`config.mk`:
```
export PLATFORM = sky130hd
export DESIGN_NAME = pipe_stage_skid_reg
export DESIGN_NICKNAME = d
export VERILOG_FILES = /design/src/rtl/pipe_stage_skid_reg_pkg.sv /design/src/rtl/pipe_stage_skid_reg_sat_cnt.sv /design/src/rtl/pipe_stage_skid_reg.sv
export SDC_FILE = /design/constraint.sdc
export NUM_CORES = 1
export LEC_CHECK = 0
export BUFFER_PORTS_ARGS = -buffer_cell sky130_fd_sc_hd__buf_2
export CORE_MARGIN = 1.5
export CORE_UTILIZATION = 52
export CTS_CLUSTER_DIAMETER = 60
export CTS_CLUSTER_SIZE = 14
export DETAILED_ROUTE_END_ITERATION = 12
export PLACE_DENSITY = 0.79
export REMOVE_ABC_BUFFERS = 1
export SKIP_CTS_REPAIR_TIMING = 1
export SYNTH_ARGS = -nofsm -noshare
export SYNTH_HDL_FRONTEND = slang
export SYNTH_SLANG_ARGS = --single-unit
export TNS_END_PERCENT = 50
```
`constraint.sdc`:
```
create_clock -name cpu_clk_50M -period 1.75 [get_ports cpu_clk_50M]
set_input_delay 0.175 -clock cpu_clk_50M [delete_from_list [all_inputs] [get_ports cpu_clk_50M]]
set_output_delay 0.175 -clock cpu_clk_50M [all_outputs]
set_load 0.01 [all_outputs]
```
`src/rtl/pipe_stage_skid_reg_pkg.sv`:
```
// Shared types for the skid-buffered pipeline stage register: state encoding and perf-counter helpers.
package pipe_stage_skid_reg_pkg;

    localparam int unsigned DEFAULT_DATA_W = 64;
    localparam int unsigned PERF_CNT_W     = 32;

    typedef enum logic [1:0] {
        PIPE_EMPTY = 2'd0,
        PIPE_FULL  = 2'd1,
        PIPE_SKID  = 2'd2
    } pipe_state_e;

    // Increment that sticks at all-ones instead of wrapping.
    function automatic logic [PERF_CNT_W-1:0] sat_inc(input logic [PERF_CNT_W-1:0] value);
        return (&value) ? value : value + PERF_CNT_W'(1);
    endfunction

endpackage

```
`src/rtl/pipe_stage_skid_reg_sat_cnt.sv`:
```
// Saturating event counter for the stage's optional perf outputs.
// Only built when PIPE_STAGE_PERF_CNT_EN is defined.
`ifdef PIPE_STAGE_PERF_CNT_EN
module pipe_stage_skid_reg_sat_cnt
    import pipe_stage_skid_reg_pkg::*;
(
    input  logic                  clk,
    input  logic                  rst,
    input  logic                  inc,
    output logic [PERF_CNT_W-1:0] cnt
);

    always_ff @(posedge clk) begin
        if (rst) begin
            cnt <= '0;
        end else if (inc) begin
            cnt <= sat_inc(cnt);
        end
    end

endmodule
`endif

```
`src/rtl/pipe_stage_skid_reg.sv`:
```
// Valid/ready pipeline stage register with a 2-entry skid buffer, flush and legacy bubble stall.
// Optional perf counters enabled by defining PIPE_STAGE_PERF_CNT_EN.
module pipe_stage_skid_reg
    import pipe_stage_skid_reg_pkg::*;
#(
    parameter int unsigned       DATA_W      = DEFAULT_DATA_W,
    parameter logic [DATA_W-1:0] NOP_VALUE   = {DATA_W{1'b0}},
    parameter bit                BUBBLE_ZERO = 1'b1
) (
    input  logic              cpu_clk_50M,
    input  logic              cpu_rst,
    input  logic              flush,
    input  logic              stall_bubble,
    input  logic              in_valid,
    output logic              in_ready,
    input  logic [DATA_W-1:0] in_data,
    output logic              out_valid,
    input  logic              out_ready,
    output logic [DATA_W-1:0] out_data
`ifdef PIPE_STAGE_PERF_CNT_EN
    ,
    output logic [PERF_CNT_W-1:0] perf_stall_cnt,
    output logic [PERF_CNT_W-1:0] perf_bubble_cnt
`endif
);

    pipe_state_e       state_q, state_d;
    logic [DATA_W-1:0] main_q, main_d;
    logic [DATA_W-1:0] skid_q, skid_d;
    logic              in_ready_q, in_ready_d;
    logic              occupied_c, in_fire_c, out_fire_c;

    // stall_bubble masks valid, so it also blocks out_fire.
    assign occupied_c = (state_q != PIPE_EMPTY);
    assign out_valid  = occupied_c & ~stall_bubble;
    assign in_ready   = in_ready_q;
    assign in_fire_c  = in_valid & in_ready_q;
    assign out_fire_c = out_valid & out_ready;
    assign out_data   = (BUBBLE_ZERO && !out_valid) ? NOP_VALUE : main_q;

    // Next-state and datapath selection; flush overrides normal flow.
    always_comb begin
        state_d = state_q;
        main_d  = main_q;
        skid_d  = skid_q;
        if (flush) begin
            state_d = PIPE_EMPTY;
            main_d  = NOP_VALUE;
            skid_d  = NOP_VALUE;
        end else begin
            case (state_q)
                PIPE_EMPTY: begin
                    if (in_fire_c) begin
                        main_d  = in_data;
                        state_d = PIPE_FULL;
                    end
                end
                PIPE_FULL: begin
                    if (in_fire_c && out_fire_c) begin
                        main_d = in_data;
                    end else if (out_fire_c) begin
                        state_d = PIPE_EMPTY;
                        if (BUBBLE_ZERO) begin
                            main_d = NOP_VALUE;
                        end
                    end else if (in_fire_c) begin
                        skid_d  = in_data;
                        state_d = PIPE_SKID;
                    end
                end
                PIPE_SKID: begin
                    if (out_fire_c) begin
                        main_d  = skid_q;
                        state_d = PIPE_FULL;
                    end
                end
                default: begin
                    state_d = PIPE_EMPTY;
                    main_d  = NOP_VALUE;
                    skid_d  = NOP_VALUE;
                end
            endcase
        end
    end

    // in_ready comes straight from a flop so stalls never ripple upstream combinationally.
    assign in_ready_d = (state_d != PIPE_SKID);

    always_ff @(posedge cpu_clk_50M) begin
        if (cpu_rst) begin
            state_q    <= PIPE_EMPTY;
            main_q     <= NOP_VALUE;
            skid_q     <= NOP_VALUE;
            in_ready_q <= 1'b1;
        end else begin
            state_q    <= state_d;
            main_q     <= main_d;
            skid_q     <= skid_d;
            in_ready_q <= in_ready_d;
        end
    end

`ifdef PIPE_STAGE_PERF_CNT_EN
    // Counters survive flush; only cpu_rst clears them.
    pipe_stage_skid_reg_sat_cnt u_stall_cnt (
        .clk (cpu_clk_50M),
        .rst (cpu_rst),
        .inc (out_valid & ~out_ready),
        .cnt (perf_stall_cnt)
    );

    pipe_stage_skid_reg_sat_cnt u_bubble_cnt (
        .clk (cpu_clk_50M),
        .rst (cpu_rst),
        .inc (occupied_c & stall_bubble),
        .cnt (perf_bubble_cnt)
    );
`endif

endmodule

```
==> results.cfg <==
[route]
drc_errors = 0
ant_nets = 0
postRouteWirelength_um = 16400
drt_iter0_drc = 267
vias = 4845
via_per_inst = 6.07
firstDrtPassIters = 5
wl_per_cell_um = 20.6

[global_routing]
grt_pass1_vias = 4288
track_usage = 0.261
grt_overflow_total = 0
grt_pass1_wl_um = 21200
grt_max_degree = 36
antenna_found_initial = 0

[sta]
period_needed_ns = 1.97
maxSlewViolCount = 0
clock.fmax_mhz = 508
min_period_over_period = 1.13
fin_skew_ns = 0.00934
worst_slack_ns = -0.220
holdWs_ns = 0.134
worst_slew_pin_slew_ns = 0.410
final-hold-violation-count = 0
rsz0062_at_grt = true
setup_viol = 58
max_slew_margin = 0.727

[clock_tree]
max-clock-path-buffers = 2
clk_pin_slew_ns = 0.06
cts_root_buffer = clkbuf_8
cts_tree = built
clk_latency_ns = 0.51
numCtsBuffers = 17
h-tree-depth = 4
cts.sinks = 131

[synth]
ys_seq_area_frac = 0.519
ys_ff_latch = 131
synth_warnings = 0
synth_cells = 459
async_flop_share = 0
synth-edff-count = 0
synth_area_per_cell_um2 = 11.0
ys.flop_type = dfxtp_1
yosysUniqueCellTypes = 29
netlist_area_um2 = 5050

[final_layout]
layout_commonest_cell = dfxtp_1
final_cell_mix = dfxtp_1, buf_2
multi_input_area_um2 = 2270
areaGrowthSynthToFinish_pct = 49.6
fin_nets = 726
diodes = 0
seq_area_um2 = 2630
drive_above_1_share = 0.336
fillCellCount = 538

[placed_design]
dp_hpwl_um = 7900
pre_cts_slack_ns = 0.189
port_buffers = 135
gp_congestion = 0.783

[setup_path]
crit_arrival_ns = 1.79
cp_slowest_cell = dfxtp_2
rr_worst_depth = 5
end_kind = output port
r2r_setup_slack_ns = 0.05
path_class = register to output port
critPathMostFrequentCell = nor2_4
critical-path-top-delay-family = buffers and inverters
critical_path.cell_chain = buf_6 -> nor2_4 -> nor2_4 -> buf_12 -> clkbuf_16 -> and2_1 -> buf_2
slowest_delay_ns = 0.33
critical_path_required_ns = 1.57
timing.rr.end = in_ready
r2r_start = state_q[1]
worst-path-buf-inv = 4
cp-start-kind = register
crit_fanout = 9

[power]
netSwitchingFraction = 0.231
p_int_mw = 5.61
p_leak_nw = 3.12
powerDensity_nw_per_um2 = 965
pwr-share-seq = 0.423
p_comb_frac = 0.085
ir_drop_mv = 0.622
p_switching_mw = 1.69
clock_power_share = 0.491

[die]
dieArea_um2 = 10300
die_w_um = 102
core_um2 = 9330
die_h_um = 102
initial_core_util = 0.542
rows = 35
ios = 136

[worst_hold_path]
hold_class = input port to register
hold_start = in_valid
hold_end = state_q[0]
whs_path_depth = 4

[outcome]
status = complete, but fails checks
violations = setup timing

[job]
drv_cap = 0
## cells by family (layout without fill, tap and decap cells)
family	after synthesis	count (layout)	share of synthesized area
flip-flops	131	131	0.519
AO/OA/AOI/OAI	199	199	0.329
AND/OR/NAND/NOR	80	80	0.103
buffers and inverters	49	259	0.0495
## worst max path at each step
stage | startpoint | to | slack, ns | depth (start not counted)
after floorplan | flush | skid_q[0] | -1.67 | 3
after global placement | stall_bubble | skid_q[53] | 0.20 | 6
after detailed placement | stall_bubble | skid_q[42] | 0.19 | 6
after CTS | state_q[0] | out_data[54] | -0.27 | 5
after global routing | state_q[1] | out_data[35] | -0.27 | 7
final | state_q[1] | out_data[39] | -0.22 | 7
## routing by layer
| layer | track usage | share of wire | up-vias |
|---|---|---|---|
| li1 | - | - | 2158 |
| met1 | 0.339 | 0.40 | 2353 |
| met2 | 0.417 | 0.50 | 287 |
| met3 | 0.0801 | 0.075 | 47 |
| met4 | 0.0812 | 0.024 | 0 |
| met5 | 0 | 0 | - |
## Yosys cell counts (2+ instances only)
cell | instances | area share
a22o_1 | 64 | 0.11
a22oi_1 | 64 | 0.095
dfxtp_1 | 131 | 0.52
and2_1 | 64 | 0.079
buf_1 | 5 | 0.0037
buf_2 | 14 | 0.014
clkbuf_1 | 22 | 0.016
buf_6 | 6 | 0.013
nor2_1 | 3 | 0.0022
o2bb2ai_1 | 64 | 0.11
nand2b_1 | 3 | 0.0037
nand2_1 | 2 | 0.0015
## final cells by class
type / count / area share
clock inverters: 11 / 0.0200
well taps: 129 / 0.0214
repair buffers: 226 / 0.251
inverters: 1 / 0.000497
clock buffers: 21 / 0.0594
flip-flops and latches: 131 / 0.348
multi-input cells: 279 / 0.300
## registers in the layout, summed over array words and instances, names as in the netlist
register  count
main_q       64
in_ready      1
skid_q       64
state_q       2
## power groups by stage
stage / logic (mW) / registers, mW / clock network, mW
5_1_grt: 0.659 / 3.09 / 3.76
4_1_cts: 0.445 / 3.08 / 3.61
2_1_floorplan: 0.208 / 3.14 / 0
3_5_place_dp: 0.440 / 3.15 / 0
6_report: 0.622 / 3.09 / 3.59
3_3_place_gp: 0.430 / 3.14 / 0
## tightest hold or removal path, delay by kind of cell
family | cells | cell delay [ns]
and+or+nand+nor | 3 | 0.30
buffers and inverters | 1 | 0.11
## through the flow
stage / cell area [um2] / power [mW] / setup TNS (ns) / utilization / cells
after floorplan: 4810 / 3.34 / -216.76 / - / 411
after global placement: 5920 / 3.57 / 0 / 0.635 / 691
after detailed placement: 5920 / 3.59 / 0 / 0.635 / 691
after CTS: 6520 / 7.13 / -14.92 / 0.699 / 723
after global routing: 7560 / 7.51 / -13.34 / 0.810 / 798
final: 7560 / 7.30 / -9.77 / 0.810 / 798
No activity file was read; power rests on OpenSTA's default activity.
